--- src/rtl/mmio_pkg.sv ---
// Shared constants for the MMIO bus bridge: window base, register offsets
// and status bit positions.
package mmio_pkg;

  // Default base of the 256-byte MMIO window (only bits [31:8] are decoded).
  localparam logic [31:0] MMIO_BASE_DEFAULT = 32'h0000_7F00;

  // Register byte offsets inside the window.
  localparam logic [7:0] OFS_TX_DATA = 8'h00;
  localparam logic [7:0] OFS_TX_STAT = 8'h04;
  localparam logic [7:0] OFS_RX_DATA = 8'h08;
  localparam logic [7:0] OFS_RX_STAT = 8'h0C;
  localparam logic [7:0] OFS_CYCLE   = 8'h10;
  localparam logic [7:0] OFS_LED     = 8'h14;

  // TX_STAT layout.
  localparam int TX_STAT_FULL_BIT    = 0;
  localparam int TX_STAT_OVF_BIT     = 1;
  localparam int TX_STAT_CNT_LSB     = 8;

  // RX_STAT layout.
  localparam int RX_STAT_VALID_BIT   = 0;
  localparam int RX_STAT_OVERRUN_BIT = 1;

  // Word-granular offset compare; byte lanes addr[1:0] are ignored.
  function automatic logic ofs_match(input logic [7:0] addr_ofs, input logic [7:0] reg_ofs);
    return addr_ofs[7:2] == reg_ofs[7:2];
  endfunction

endpackage

--- src/rtl/tx_byte_fifo.sv ---
// Synchronous byte FIFO feeding the PDU transmit handshake. The head byte is
// presented combinationally so a pop at edge N shows the next byte in the
// following cycle. A push into a full FIFO is accepted only when a pop frees
// a slot in the same cycle; otherwise it is dropped (caller flags overflow).
module tx_byte_fifo #(
  parameter int DEPTH_LOG2 = 3
) (
  input  logic                  clk,
  input  logic                  rst,
  input  logic                  push,
  input  logic [7:0]            push_data,
  input  logic                  pop,
  output logic                  full,
  output logic                  empty,
  output logic [DEPTH_LOG2:0]   count,
  output logic [7:0]            head
);

  localparam int DEPTH = 1 << DEPTH_LOG2;

  logic [7:0]            mem [DEPTH];
  logic [DEPTH_LOG2-1:0] wr_ptr_reg;
  logic [DEPTH_LOG2-1:0] rd_ptr_reg;
  logic [DEPTH_LOG2:0]   count_reg;
  logic                  push_en;
  logic                  pop_en;

  assign full    = (count_reg == (DEPTH_LOG2 + 1)'(DEPTH));
  assign empty   = (count_reg == '0);
  assign count   = count_reg;
  assign pop_en  = pop & ~empty;
  assign push_en = push & (~full | pop_en);
  assign head    = empty ? 8'h00 : mem[rd_ptr_reg];

  // Storage write; contents need no reset because head is masked when empty.
  always_ff @(posedge clk) begin
    if (push_en) begin
      mem[wr_ptr_reg] <= push_data;
    end
  end

  // Pointer and occupancy update; simultaneous push/pop leaves count unchanged.
  always_ff @(posedge clk or posedge rst) begin
    if (rst) begin
      wr_ptr_reg <= '0;
      rd_ptr_reg <= '0;
      count_reg  <= '0;
    end else begin
      if (push_en) wr_ptr_reg <= wr_ptr_reg + DEPTH_LOG2'(1);
      if (pop_en)  rd_ptr_reg <= rd_ptr_reg + DEPTH_LOG2'(1);
      case ({push_en, pop_en})
        2'b10:   count_reg <= count_reg + (DEPTH_LOG2 + 1)'(1);
        2'b01:   count_reg <= count_reg - (DEPTH_LOG2 + 1)'(1);
        default: count_reg <= count_reg;
      endcase
    end
  end

endmodule

--- src/rtl/mmio_bus_bridge.sv ---
// MEM-stage bus bridge: routes CPU data accesses either to data memory or to
// the MMIO register window (TX FIFO, RX mailbox, LED, cycle counter).
// Reads are combinational so the CPU captures them in the same cycle.
// Build option: define MMIO_CYCLE_CNT_EN to include the CYCLE counter;
// without it there are no counter flops and offset 0x10 reads 0.
module mmio_bus_bridge
  import mmio_pkg::*;
#(
  parameter logic [31:0] MMIO_BASE      = MMIO_BASE_DEFAULT,
  parameter int          TXQ_DEPTH_LOG2 = 3
) (
  input  logic        clk,
  input  logic        rst,
  input  logic [31:0] cpu_mem_addr,
  input  logic        cpu_mem_we,
  input  logic [31:0] cpu_mem_din,
  output logic [31:0] cpu_mem_dout,
  output logic [31:0] dm_addr,
  output logic        dm_we,
  output logic [31:0] dm_din,
  input  logic [31:0] dm_dout,
  output logic        tx_valid,
  input  logic        tx_ready,
  output logic [7:0]  tx_data,
  input  logic        rx_valid_in,
  input  logic [31:0] rx_data_in,
  output logic [15:0] led
);

  logic                    mmio_hit;
  logic [7:0]              ofs;
  logic                    mmio_we;
  logic                    tx_push;
  logic                    tx_pop;
  logic                    tx_full;
  logic                    tx_empty;
  logic [TXQ_DEPTH_LOG2:0] tx_count;
  logic [7:0]              tx_count_byte;
  logic                    ovf_reg;
  logic                    tx_stat_wr;
  logic                    rx_ack;
  logic [31:0]             rx_data_reg;
  logic                    rx_valid_reg;
  logic                    rx_overrun_reg;
  logic [15:0]             led_reg;
  logic                    led_wr;
  logic [31:0]             cycle_val;
  logic [31:0]             mmio_rdata;

  // Address decode; data memory sees the raw bus, with writes gated by the window.
  assign mmio_hit = (cpu_mem_addr[31:8] == MMIO_BASE[31:8]);
  assign ofs      = cpu_mem_addr[7:0];
  assign mmio_we  = cpu_mem_we & mmio_hit;
  assign dm_addr  = cpu_mem_addr;
  assign dm_din   = cpu_mem_din;
  assign dm_we    = cpu_mem_we & ~mmio_hit;

  assign tx_push    = mmio_we & ofs_match(ofs, OFS_TX_DATA);
  assign tx_stat_wr = mmio_we & ofs_match(ofs, OFS_TX_STAT);
  assign rx_ack     = mmio_we & ofs_match(ofs, OFS_RX_STAT);
  assign led_wr     = mmio_we & ofs_match(ofs, OFS_LED);

  assign tx_valid = ~tx_empty;
  assign tx_pop   = tx_valid & tx_ready;

  tx_byte_fifo #(
    .DEPTH_LOG2 (TXQ_DEPTH_LOG2)
  ) u_tx_fifo (
    .clk       (clk),
    .rst       (rst),
    .push      (tx_push),
    .push_data (cpu_mem_din[7:0]),
    .pop       (tx_pop),
    .full      (tx_full),
    .empty     (tx_empty),
    .count     (tx_count),
    .head      (tx_data)
  );

  assign tx_count_byte = {{(7 - TXQ_DEPTH_LOG2){1'b0}}, tx_count};

  // Sticky overflow: set by a dropped push, cleared by any TX_STAT write.
  always_ff @(posedge clk or posedge rst) begin
    if (rst) begin
      ovf_reg <= 1'b0;
    end else if (tx_stat_wr) begin
      ovf_reg <= 1'b0;
    end else if (tx_push & tx_full & ~tx_pop) begin
      ovf_reg <= 1'b1;
    end
  end

  // RX mailbox: a new PDU word always wins over a coincident acknowledge.
  always_ff @(posedge clk or posedge rst) begin
    if (rst) begin
      rx_data_reg    <= '0;
      rx_valid_reg   <= 1'b0;
      rx_overrun_reg <= 1'b0;
    end else if (rx_valid_in) begin
      rx_data_reg    <= rx_data_in;
      rx_valid_reg   <= 1'b1;
      rx_overrun_reg <= rx_ack ? 1'b0 : (rx_overrun_reg | rx_valid_reg);
    end else if (rx_ack) begin
      rx_valid_reg   <= 1'b0;
      rx_overrun_reg <= 1'b0;
    end
  end

  // LED register, low half-word of the store data.
  always_ff @(posedge clk or posedge rst) begin
    if (rst) begin
      led_reg <= '0;
    end else if (led_wr) begin
      led_reg <= cpu_mem_din[15:0];
    end
  end

  assign led = led_reg;

`ifdef MMIO_CYCLE_CNT_EN
  logic [31:0] cycle_reg;

  // Free-running cycle counter, wraps naturally at 2^32.
  always_ff @(posedge clk or posedge rst) begin
    if (rst) begin
      cycle_reg <= '0;
    end else begin
      cycle_reg <= cycle_reg + 32'd1;
    end
  end

  assign cycle_val = cycle_reg;
`else
  assign cycle_val = '0;
`endif

  // Register read mux; unmapped and write-only offsets read as zero.
  always_comb begin
    mmio_rdata = '0;
    case (ofs[7:2])
      OFS_TX_STAT[7:2]: begin
        mmio_rdata[TX_STAT_FULL_BIT]                       = tx_full;
        mmio_rdata[TX_STAT_OVF_BIT]                        = ovf_reg;
        mmio_rdata[TX_STAT_CNT_LSB +: 8]                   = tx_count_byte;
      end
      OFS_RX_DATA[7:2]: mmio_rdata = rx_data_reg;
      OFS_RX_STAT[7:2]: begin
        mmio_rdata[RX_STAT_VALID_BIT]   = rx_valid_reg;
        mmio_rdata[RX_STAT_OVERRUN_BIT] = rx_overrun_reg;
      end
      OFS_CYCLE[7:2]:   mmio_rdata = cycle_val;
      OFS_LED[7:2]:     mmio_rdata = {16'h0000, led_reg};
      default:          mmio_rdata = '0;
    endcase
  end

  // Return path to the CPU.
  always_comb begin
    cpu_mem_dout = dm_dout;
    if (mmio_hit) begin
      cpu_mem_dout = mmio_rdata;
    end
  end

endmodule

--- config.mk ---
export PLATFORM = sky130hd
export DESIGN_NAME = mmio_bus_bridge
export DESIGN_NICKNAME = d
export VERILOG_FILES = /design/src/rtl/mmio_pkg.sv /design/src/rtl/tx_byte_fifo.sv /design/src/rtl/mmio_bus_bridge.sv
export SDC_FILE = /design/constraint.sdc
export NUM_CORES = 1
export LEC_CHECK = 0
export ABC_AREA = 0
export CORE_ASPECT_RATIO = 1.75
export CORE_MARGIN = 3
export CORE_UTILIZATION = 48
export CTS_CLUSTER_SIZE = 25
export DETAILED_ROUTE_END_ITERATION = 12
export PLACE_DENSITY = 0.9
export SETUP_SLACK_MARGIN = 0.5
export SYNTH_ARGS = -nofsm -noshare
export SYNTH_HDL_FRONTEND = slang
export SYNTH_HIERARCHICAL = 1
export SYNTH_SLANG_ARGS = --single-unit
export TNS_END_PERCENT = 100
--- constraint.sdc ---
create_clock -name clk -period 7.5 [get_ports clk]
set_input_delay 0.75 -clock clk [delete_from_list [all_inputs] [get_ports clk]]
set_output_delay 0.75 -clock clk [all_outputs]
set_load 0.005 [all_outputs]
==> results by group, run 1 <==
Finish
  • FF+latch area: about 0.0034 sq mm
  • Antenna cells: 0
  • Multi-input logic area: between 0.002 and 0.0025 sq mm
  • Commonest non-fill, non-tap cells in the layout: 217 x clkdlybuf4s50_1, 64 x edfxtp_1, 61 x dfrtp_1
  • Post-Layout Cell Count: ~820
  • Area Overhead vs Synth: 36.9%
  • Ratio of cells with drive above 1 in the final layout: around a fifth
  • Nets: 769
  • Fillers: between 900 and 1000
  • Most common cell after layout, fill and taps aside: clkdlybuf4s50_1
  • Fin util: around 68%
  • Max reg flops: 64

Floorplanning
  • Core Footprint: approximately 0.013 sq mm
  • Die Ht: about 160 microns
  • Die width: 93.8 microns
  • Initial Utilization: 49.5%
  • # rows: 55
  • Die area: 0.0150 sq mm
  • Ports: around 260

Global route
  • First-pass GRT wire length: approximately 28 mm
  • Vias in the first global route: about 5000
  • Initial antenna violation count: 0
  • Total congestion overflow: 0
  • Largest net degree at the start of global routing: 52
  • GRT Overall Usage: between 20 and 25%

Yosys
  • Syn nets: about 620
  • Synthesized instance count: around 480
  • Ys async rst share: between 40% and 50%
  • Post-synth EDFFs: 64
  • Sequential share of the synthesized area: around 53%
  • Yosys warning count: 6
  • Synth unique cells: between 50 and 60
  • #FFs+latches synth: 125
  • Synth Flop Type: edfxtp_1
  • Syn_area_per_cell: between 10 and 15 sq um
  • Synth Cell Area: about 0.0065 sq mm

Worst setup path
  • CP startpoint kind: input pin
  • CP startpoint: cpu_mem_addr[17]
  • Top fanout value on the critical path: 34
  • Worst path required time: about 7500 ps
  • CP endpoint kind: register
  • Arrival @ worst endpoint: 4730 ps
  • Launching point of the worst reg2reg path: u_tx_fifo/count[2]
  • Critical path class: input pin to register

Placement
  • Pre-CTS setup slack: around 2500 ps
  • Port bufs: ~220
  • Post-DP HPWL: approximately 14 mm
  • Routability Congestion: between 0.8 and 0.9
  • Post-Place Cells: 783

Worst hold path
  • HP Start: rx_data_reg[23]
  • Worst min-delay path class: register to register

Timing
  • Hold Vio Cnt, Final: 0
  • RSZ-0062 raised after global routing: no
  • Final TNS setup: 0 ps
  • Final setup fails: 0
  • Tcrit/Tclk final: 62.9%
  • Setup slack after layout: ~2800 ps
  • Slew HR: around an eighth
  • Slew Viols, Final: 0
  • Actual transition at the worst max-transition pin: around 1300 ps
  • Fmax: 212 MHz
  • Max Clock Skew: 8.55 ps
  • Crit path time final: 4720 ps

Power
  • Peak supply drop: between 150 and 200 uV
  • Pwr Density: 251 mW/mm^2
  • Leak: 3.32 nW

Route
  • DRT iter0 DRCs: ~230
  • Vias: roughly 4600
  • DRT Wirelength: 18.5 mm
  • Drt via density: between 5 and 6
  • Wire per inst: 22.8 microns
  • Drt first pass iters: 5
  • Antenna viol nets, final: 0
  • Remaining DRCs: 0

Clocking
  • Clk sinks: roughly 130
  • Clk root buf: clkbuf_16
  • Clock transition at path regs: 60 ps
  • H-tree depth: 4
  • Post-CTS Hold Buffers: 0
  • Cts bufs inserted: 17
  • Gates resized, CTS repair: 0
  • CTS tree: yes
  • Post-CTS Setup Bufs: 0
  • Bufs on Longest Clock Path: 2
  • Clock latency on the worst-skew pair: a little over 400 ps

Run status
  • Outcome: completed

Job
  • Max-cap violations: 0
-- routing by layer --
metal / track usage, % / vias to the layer above / wire (microns)
met2: 46.0 / 225 / 10500
met3: 5.98 / 40 / 1100
met1: 26.6 / 2281 / 6390
met5: 0 / - / 0
li1: - / 2029 / -
met4: 9.93 / 0 / 540
-- cell type report --
class	count	share of cell area, %
Sequential cell	125	38.9
Multi-Input combinational cell	257	26.6
Timing Repair Buffer	221	24.8
Clock buffer	17	4.80
Tap cell	171	2.41
Clock inverter	15	2.08
Inverter	9	0.381
-- where the power goes --
group / internal (mW) / switching (mW)
clock: 0.528 / 0.317
sequential: 0.760 / 0.0919
combinational: 0.335 / 0.195
-- worst max-delay path, cell delays in order --
cell and delay, ps:
clkdlybuf4s50_1 430, nor4b_1 430, nand2_1 650, nor2_2 260, buf_4 320, and4_1 450, o21a_1 260, nand2_1 140
nor3_1 1010
-- synth_stat cells (2+ instances only) --
library cell	count	area, sq um
nand2b_1	7	43.8
nor2_1	21	78.8
nor4_1	2	12.5
clkbuf_1	9	33.8
a221o_1	2	20.0
buf_1	3	11.3
and2_1	2	12.5
o21ai_0	18	90.1
nand2_1	26	97.6
mux2_2	55	619
nor4_2	3	37.5
mux4_2	16	360
nor3_1	5	25.0
o21a_1	2	15.0
o31ai_1	16	120
xnor2_1	4	35.0
ha_1	4	50.1
mux2_4	11	165
edfxtp_1	64	1920
nor2b_1	3	18.8
and4_1	4	35.0
inv_1	9	33.8
a22oi_1	4	30.0
buf_2	4	20.0
buf_4	68	510
buf_6	5	56.3
a22o_1	10	87.6
o2bb2ai_1	4	35.0
or3_1	3	18.8
xor2_1	2	17.5
mux2i_1	11	110
dfrtp_1	61	1530
-- kinds of logic after synthesis --
kind of cell,after synthesis,synth area share (%)
simple gates,86,7.36
xor+xnor,6,0.812
mux,93,19.4
flops,125,53.3
fa+ha+maj,5,1.08
buf+inv,99,10.4
compound gates,67,7.75
-- per-stage QoR --
stage	area [sq um]	power (mW)	hold slack, ps
after global routing	8860	2.32	540
after CTS	8860	2.24	514
after floorplan	6470	1.16	481
final	8860	2.23	511
after detailed placement	8250	1.39	498
after global placement	8250	1.37	491
-- worst paths after layout --
path | cells after the start | slack, ps | endpoint
hold / removal | 1 | 510 | rx_data_reg[23]
setup reg to reg | 7 | 3860 | u_tx_fifo/mem[1][3]
min in group asynchronous | 2 | 710 | u_tx_fifo/rd_ptr_reg[2]
setup / recovery | 9 | 2780 | u_tx_fifo/mem[1][3]
max in group asynchronous | 3 | 6150 | rx_data_reg[6]
hold reg to reg | 1 | 510 | rx_data_reg[23]
Note: power is estimated with default switching activity, not from simulation.
==> run 2: changes to the inputs <==
- CORE_UTILIZATION: 48 -> 44
- PLACE_DENSITY: 0.9 -> 0.84
- clock period: 7.5 -> 4.45 ns (I/O delays scaled with it)
==> results by group, run 2 (synthesis gave the netlist of run 1 again) <==
Route
  • Wire per inst: 20.8 microns (was 22.8 microns)
  • Drt via density: 5.39 (was 5.61)
  • Drt first pass iters: 4 (was 5)
  • DRT Wirelength: 17.2 mm (was 18.5 mm)
  • Vias: 4457 (was 4575)
  • Remaining DRCs: 0 (unchanged)
  • DRT iter0 DRCs: 256 (was 226)
  • Antenna viol nets, final: 0 (unchanged)

Floorplanning
  • Ports: 255 (unchanged)
  • Die width: 97.7 microns (was 93.8 microns)
  • Initial Utilization: 45.1% (was 49.5%)
  • Core Footprint: 0.0144 sq mm (was 0.0131 sq mm)
  • Die area: 0.0163 sq mm (was 0.0150 sq mm)
  • # rows: 58 (was 55)
  • Die Ht: 166 microns (was 160 microns)

Timing
  • Final setup fails: 0 (unchanged)
  • Actual transition at the worst max-transition pin: 1110 ps (was 1310 ps)
  • Max Clock Skew: 9.28 ps (was 8.55 ps)
  • Tcrit/Tclk final: about four fifths
  • Final TNS setup: 0 ps (unchanged)
  • Setup slack after layout: 890 ps (was 2780 ps)
  • RSZ-0062 raised after global routing: no (unchanged)
  • Hold WS: 377 ps (was 511 ps)
  • Slew Viols, Final: 0 (unchanged)
  • Crit path time final: roughly 3600 ps
  • Hold Vio Cnt, Final: 0 (unchanged)
  • Slew HR: 26.1% (was 11.8%)
  • Fmax: ~280 MHz

Clocking
  • Clk sinks: 125 (unchanged)
  • Gates resized, CTS repair: 0 (unchanged)
  • Clk root buf: clkbuf_16 (unchanged)
  • Clock latency on the worst-skew pair: 410 ps (about the same)
  • CTS tree: yes (unchanged)
  • Clock transition at path regs: 60 ps (about the same)
  • H-tree depth: 4 (unchanged)
  • Post-CTS Hold Buffers: 0 (unchanged)
  • Bufs on Longest Clock Path: 2 (unchanged)
  • Cts bufs inserted: 17 (unchanged)
  • Post-CTS Setup Bufs: 0 (unchanged)

Finish
  • Fillers: 1093 (was 907)
  • Area Overhead vs Synth: 37.6% (was 36.9%)
  • Commonest non-fill, non-tap cells in the layout: 217 x clkdlybuf4s50_1, 64 x edfxtp_1, 61 x dfrtp_1 (unchanged)
  • Nets: 772 (was 769)
  • Max reg flops: 64 (unchanged)
  • Ratio of cells with drive above 1 in the final layout: 20.4% (was 20.0%)
  • Most common cell after layout, fill and taps aside: clkdlybuf4s50_1 (unchanged)
  • Antenna cells: 0 (unchanged)

Placement
  • Post-DP HPWL: 13.1 mm (was 13.7 mm)
  • Routability Congestion: 0.843 (was 0.833)
  • Pre-CTS setup slack: 709 ps (was 2490 ps)
  • Port bufs: 218 (unchanged)

Power
  • Sw Pwr: 1.00 mW (was 0.604 mW)
  • Pint: 2.75 mW (was 1.62 mW)
  • Combinational power share: 23.4% (was 23.8%)
  • Peak supply drop: 270 uV (was 168 uV)
  • Pwr Density: 421 mW/mm^2 (was 251 mW/mm^2)
  • Leak: 3.36 nW (was 3.32 nW)
  • Sequential power share: 38.1% (was 38.3%)
  • Clock network power share: 38.5% (was 37.9%)
  • Switching Share: 26.7% (was 27.1%)

Global route
  • Vias in the first global route: 5009 (was 4973)
  • Total congestion overflow: 0 (unchanged)
  • Largest net degree at the start of global routing: 52 (unchanged)
  • First-pass GRT wire length: 27.5 mm (was 27.8 mm)
  • GRT Overall Usage: 21.8% (was 25.0%)
  • Initial antenna violation count: 0 (unchanged)

Worst setup path
  • CP endpoint kind: register (unchanged)
  • Arrival @ worst endpoint: 3820 ps (was 4730 ps)
  • Reg2Reg Setup Slack: 890 ps (was 3860 ps)
  • Worst reg2reg path endpoint: u_tx_fifo/count[3] (was u_tx_fifo/mem[1][3])
  • Top fanout value on the critical path: 10 (was 34)
  • R2R cell count: 11 (was 7)
  • CP startpoint kind: register (was input pin)
  • Launching point of the worst reg2reg path: u_tx_fifo/count[0] (was u_tx_fifo/count[2])
  • Worst path required time: 4710 ps (was 7510 ps)
  • Critical path class: register to register (was input pin to register)

Worst hold path
  • Worst min-delay path class: input pin to asynchronous set/reset pin (was register to register)

Run status
  • Outcome: completed (unchanged)

Job
  • Max-cap violations: 0 (unchanged)
-- run 2: how the worst max path moves through the flow --
stage / depth (start not counted) / end / slack, ps / start
6_report: 11 / u_tx_fifo/count[3] / 890 / u_tx_fifo/count[0]
5_1_grt: 11 / u_tx_fifo/count[3] / 600 / u_tx_fifo/count[0]
4_1_cts: 6 / cpu_mem_dout[0] / 870 / cpu_mem_addr[3]
3_5_place_dp: 14 / u_tx_fifo/count[3] / 710 / cpu_mem_addr[21]
3_3_place_gp: 14 / u_tx_fifo/count[3] / 860 / cpu_mem_addr[21]
2_1_floorplan: 13 / u_tx_fifo/count[3] / 1380 / cpu_mem_addr[21]
-- run 2: final cells by class --
cell class | count | area (sq um) | share of cell area (%)
clock buffer | 17 | 425 | 4.77
clock inverter | 15 | 199 | 2.23
inverter | 9 | 33.8 | 0.379
multi-input combinational | 257 | 2360 | 26.5
sequential | 125 | 3450 | 38.7
tap | 180 | 225 | 2.53
timing repair buffer | 224 | 2220 | 24.9
-- run 2: power groups by stage --
stage               Combinational, mW  Clock [mW]  Sequential (mW)
floorplan                       0.627           0             1.33
global placement                0.843           0             1.44
detailed placement              0.880           0             1.46
CTS                             0.888        1.47             1.43
global route                    0.953        1.53             1.45
finish                          0.878        1.44             1.43
-- run 2: routing by layer --
layer | share of wire, % | GRT usage, % | routed length, microns
met1 | 36 | 23.2 | 6120
met2 | 56 | 40.2 | 9660
met3 | 5.3 | 6.12 | 921
met4 | 3.0 | 8.62 | 521
met5 | 0 | 0 | 0
-- run 2: worst max-delay path, cell delays in order (launching register included) --
cell and delay, ps:
dfrtp_1 410, or3_1 570, nor2_2 480, nor2b_1 310, o21ai_2 200, nand2b_1 200, inv_1 90, ha_1 290
a211oi_1 100, or3_1 410, o211ai_1 220, o221ai_1 140
-- run 2: metrics by stage --
step	util [%]	cells	instance area, sq um	power (mW)
finish	62.0	827	8910	3.75
global route	62.0	827	8910	3.93
CTS	62.0	827	8910	3.80
detailed placement	57.7	795	8290	2.34
global placement	57.7	795	8290	2.29
floorplan	-	481	6470	1.96
==> run 3: changes to the inputs <==
- clock period: 4.45 -> 3.7 ns (I/O delays scaled with it)
==> results by group, run 3 (synthesis gave the netlist of run 1 again) <==
Placement
  • Port bufs: 218 (unchanged)
  • Routability Congestion: 0.850 (was 0.843)
  • Post-DP HPWL: 12.8 mm (was 13.1 mm)

Timing
  • Hold Vio Cnt, Final: 0 (unchanged)
  • Slew HR: 27.0% (was 26.1%)
  • Final setup fails: 0 (unchanged)
  • Fmax: roughly 320 MHz
  • Slew Viols, Final: 0 (unchanged)
  • Tcrit/Tclk final: a little over four fifths
  • Max Clock Skew: 9.40 ps (was 9.28 ps)
  • RSZ-0062 raised after global routing: yes (was no)
  • Final TNS setup: 0 ps (unchanged)
  • Hold WS: 320 ps (was 377 ps)
  • Actual transition at the worst max-transition pin: 1100 ps (was 1110 ps)
  • Crit path time final: slightly above 3000 ps

Clocking
  • Cts bufs inserted: 17 (unchanged)
  • Clk root buf: clkbuf_16 (unchanged)
  • Bufs on Longest Clock Path: 2 (unchanged)
  • H-tree depth: 4 (unchanged)
  • Clock transition at path regs: 60 ps (about the same)
  • CTS tree: yes (unchanged)
  • Clock latency on the worst-skew pair: 420 ps (was 410 ps)
  • Clk sinks: 125 (unchanged)

Worst setup path
  • Worst path required time: 3330 ps (was 4710 ps)
  • CP max-delay cell: clkdlybuf4s50_1 (was or3_1)
  • CP startpoint kind: register (unchanged)
  • Slowest stage delay, CP: 490 ps (was 570 ps)
  • Reg2Reg Setup Slack: 890 ps (about the same)
  • CP bufs+invs: 1 (unchanged)
  • Launching point of the worst reg2reg path: u_tx_fifo/count[0] (unchanged)
  • Arrival @ worst endpoint: 2730 ps (was 3820 ps)
  • Worst-path cell chain: or3_4 > nor2_1 > mux2i_1 > nor3_1 > a221o_1 > mux2_2 > clkdlybuf4s50_1 (was or3_1 > nor2_2 > nor2b_1 > o21ai_2 > nand2b_1 > inv_1 > ha_1 > a211oi_1 > or3_1 > o211ai_1 > o221ai_1)
  • Critical path class: register to primary output (was register to register)
  • Worst reg2reg path endpoint: u_tx_fifo/count[3] (unchanged)
  • CP endpoint kind: primary output (was register)
  • R2R cell count: 11 (unchanged)
  • Family with the most delay on the worst path: simple AND/OR/NAND/NOR gates (unchanged)
  • Top fanout value on the critical path: 9 (was 10)

Route
  • DRT iter0 DRCs: 188 (was 256)
  • Antenna viol nets, final: 0 (unchanged)
  • Remaining DRCs: 0 (unchanged)
  • Vias: 4537 (was 4457)
  • DRT Wirelength: 16.9 mm (was 17.2 mm)
  • Drt first pass iters: 6 (was 4)
  • Wire per inst: 20.2 microns (was 20.8 microns)
  • Drt via density: 5.42 (was 5.39)

Global route
  • GRT Overall Usage: 21.1% (was 21.8%)
  • Total congestion overflow: 0 (unchanged)
  • First-pass GRT wire length: 26.4 mm (was 27.5 mm)
  • Vias in the first global route: 4981 (was 5009)
  • Largest net degree at the start of global routing: 52 (unchanged)
  • Initial antenna violation count: 0 (unchanged)

Floorplanning
  • Die area: 0.0163 sq mm (unchanged)
  • Initial Utilization: 45.1% (unchanged)
  • Core Footprint: 0.0144 sq mm (unchanged)
  • Die width: 97.7 microns (unchanged)
  • Ports: 255 (unchanged)
  • Die Ht: 166 microns (unchanged)
  • # rows: 58 (unchanged)

Finish
  • Max reg flops: 64 (unchanged)
  • Commonest non-fill, non-tap cells in the layout: 216 x clkdlybuf4s50_1, 64 x edfxtp_1, 61 x dfrtp_1 (was 217 x clkdlybuf4s50_1, 64 x edfxtp_1, 61 x dfrtp_1)
  • Area Overhead vs Synth: 38.6% (was 37.6%)
  • Nets: 782 (was 772)
  • Antenna cells: 0 (unchanged)
  • Ratio of cells with drive above 1 in the final layout: 21.9% (was 20.4%)
  • Most common cell after layout, fill and taps aside: clkdlybuf4s50_1 (unchanged)

Power
  • Total Power: 4.40 mW (was 3.75 mW)
  • Leak: 3.39 nW (was 3.36 nW)
  • Pwr Density: 491 mW/mm^2 (was 421 mW/mm^2)
  • Peak supply drop: 356 uV (was 270 uV)

Job
  • Max-cap violations: 0 (unchanged)

Worst hold path
  • Worst min-delay path class: input pin to asynchronous set/reset pin (unchanged)

Run status
  • Outcome: completed (unchanged)
[run 3: timing repair]
action	CTS	global route
resized for setup	2	4
hold buffers	0	0
setup buffers	0	0
endpoints found under the setup margin	2	32
[run 3: area by class of cell]
| cell class | count | area, sq um |
|---|---|---|
| fill | 1066 | 5390 |
| sequential | 125 | 3450 |
| multi-input combinational | 257 | 2370 |
| timing repair buffer | 234 | 2300 |
| clock buffer | 17 | 425 |
| tap | 180 | 225 |
| clock inverter | 15 | 165 |
| inverter | 9 | 33.8 |
[run 3: power breakdown]
part	internal, mW	total (mW)	switching (mW)
logic	0.693	1.12	0.424
registers	1.54	1.67	0.127
clock network	0.905	1.62	0.714
total	3.14	4.40	1.27
[run 3: metal layers]
metal	track usage [%]	part of all wire (%)	vias to the layer above
met4	8.20	2.6	0
met2	39.1	56	171
met1	22.2	36	2275
li1	-	-	2059
met3	5.99	6.0	32
met5	0	0	-
[run 3: worst max-delay path by stage]
| stage | startpoint | endpoint | slack, ps | cells after the start |
|---|---|---|---|---|
| 3_3_place_gp | cpu_mem_addr[21] | u_tx_fifo/count[3] | 570 | 13 |
| 3_5_place_dp | cpu_mem_addr[27] | u_tx_fifo/count[3] | 460 | 13 |
| 4_1_cts | cpu_mem_addr[7] | cpu_mem_dout[31] | 560 | 7 |
| 6_report | u_tx_fifo/count[0] | cpu_mem_dout[0] | 600 | 7 |
| 2_1_floorplan | cpu_mem_addr[21] | u_tx_fifo/count[3] | 710 | 13 |
| 5_1_grt | cpu_mem_addr[7] | cpu_mem_dout[31] | 500 | 7 |
[run 3: stage by stage]
step	cells	worst slack, ps	area [sq um]	utilization (%)
after global routing	837	504	8980	62.5
after global placement	805	571	8360	58.2
after detailed placement	805	465	8360	58.2
final	837	604	8980	62.5
after floorplan	481	706	6470	-
after CTS	837	559	8960	62.3
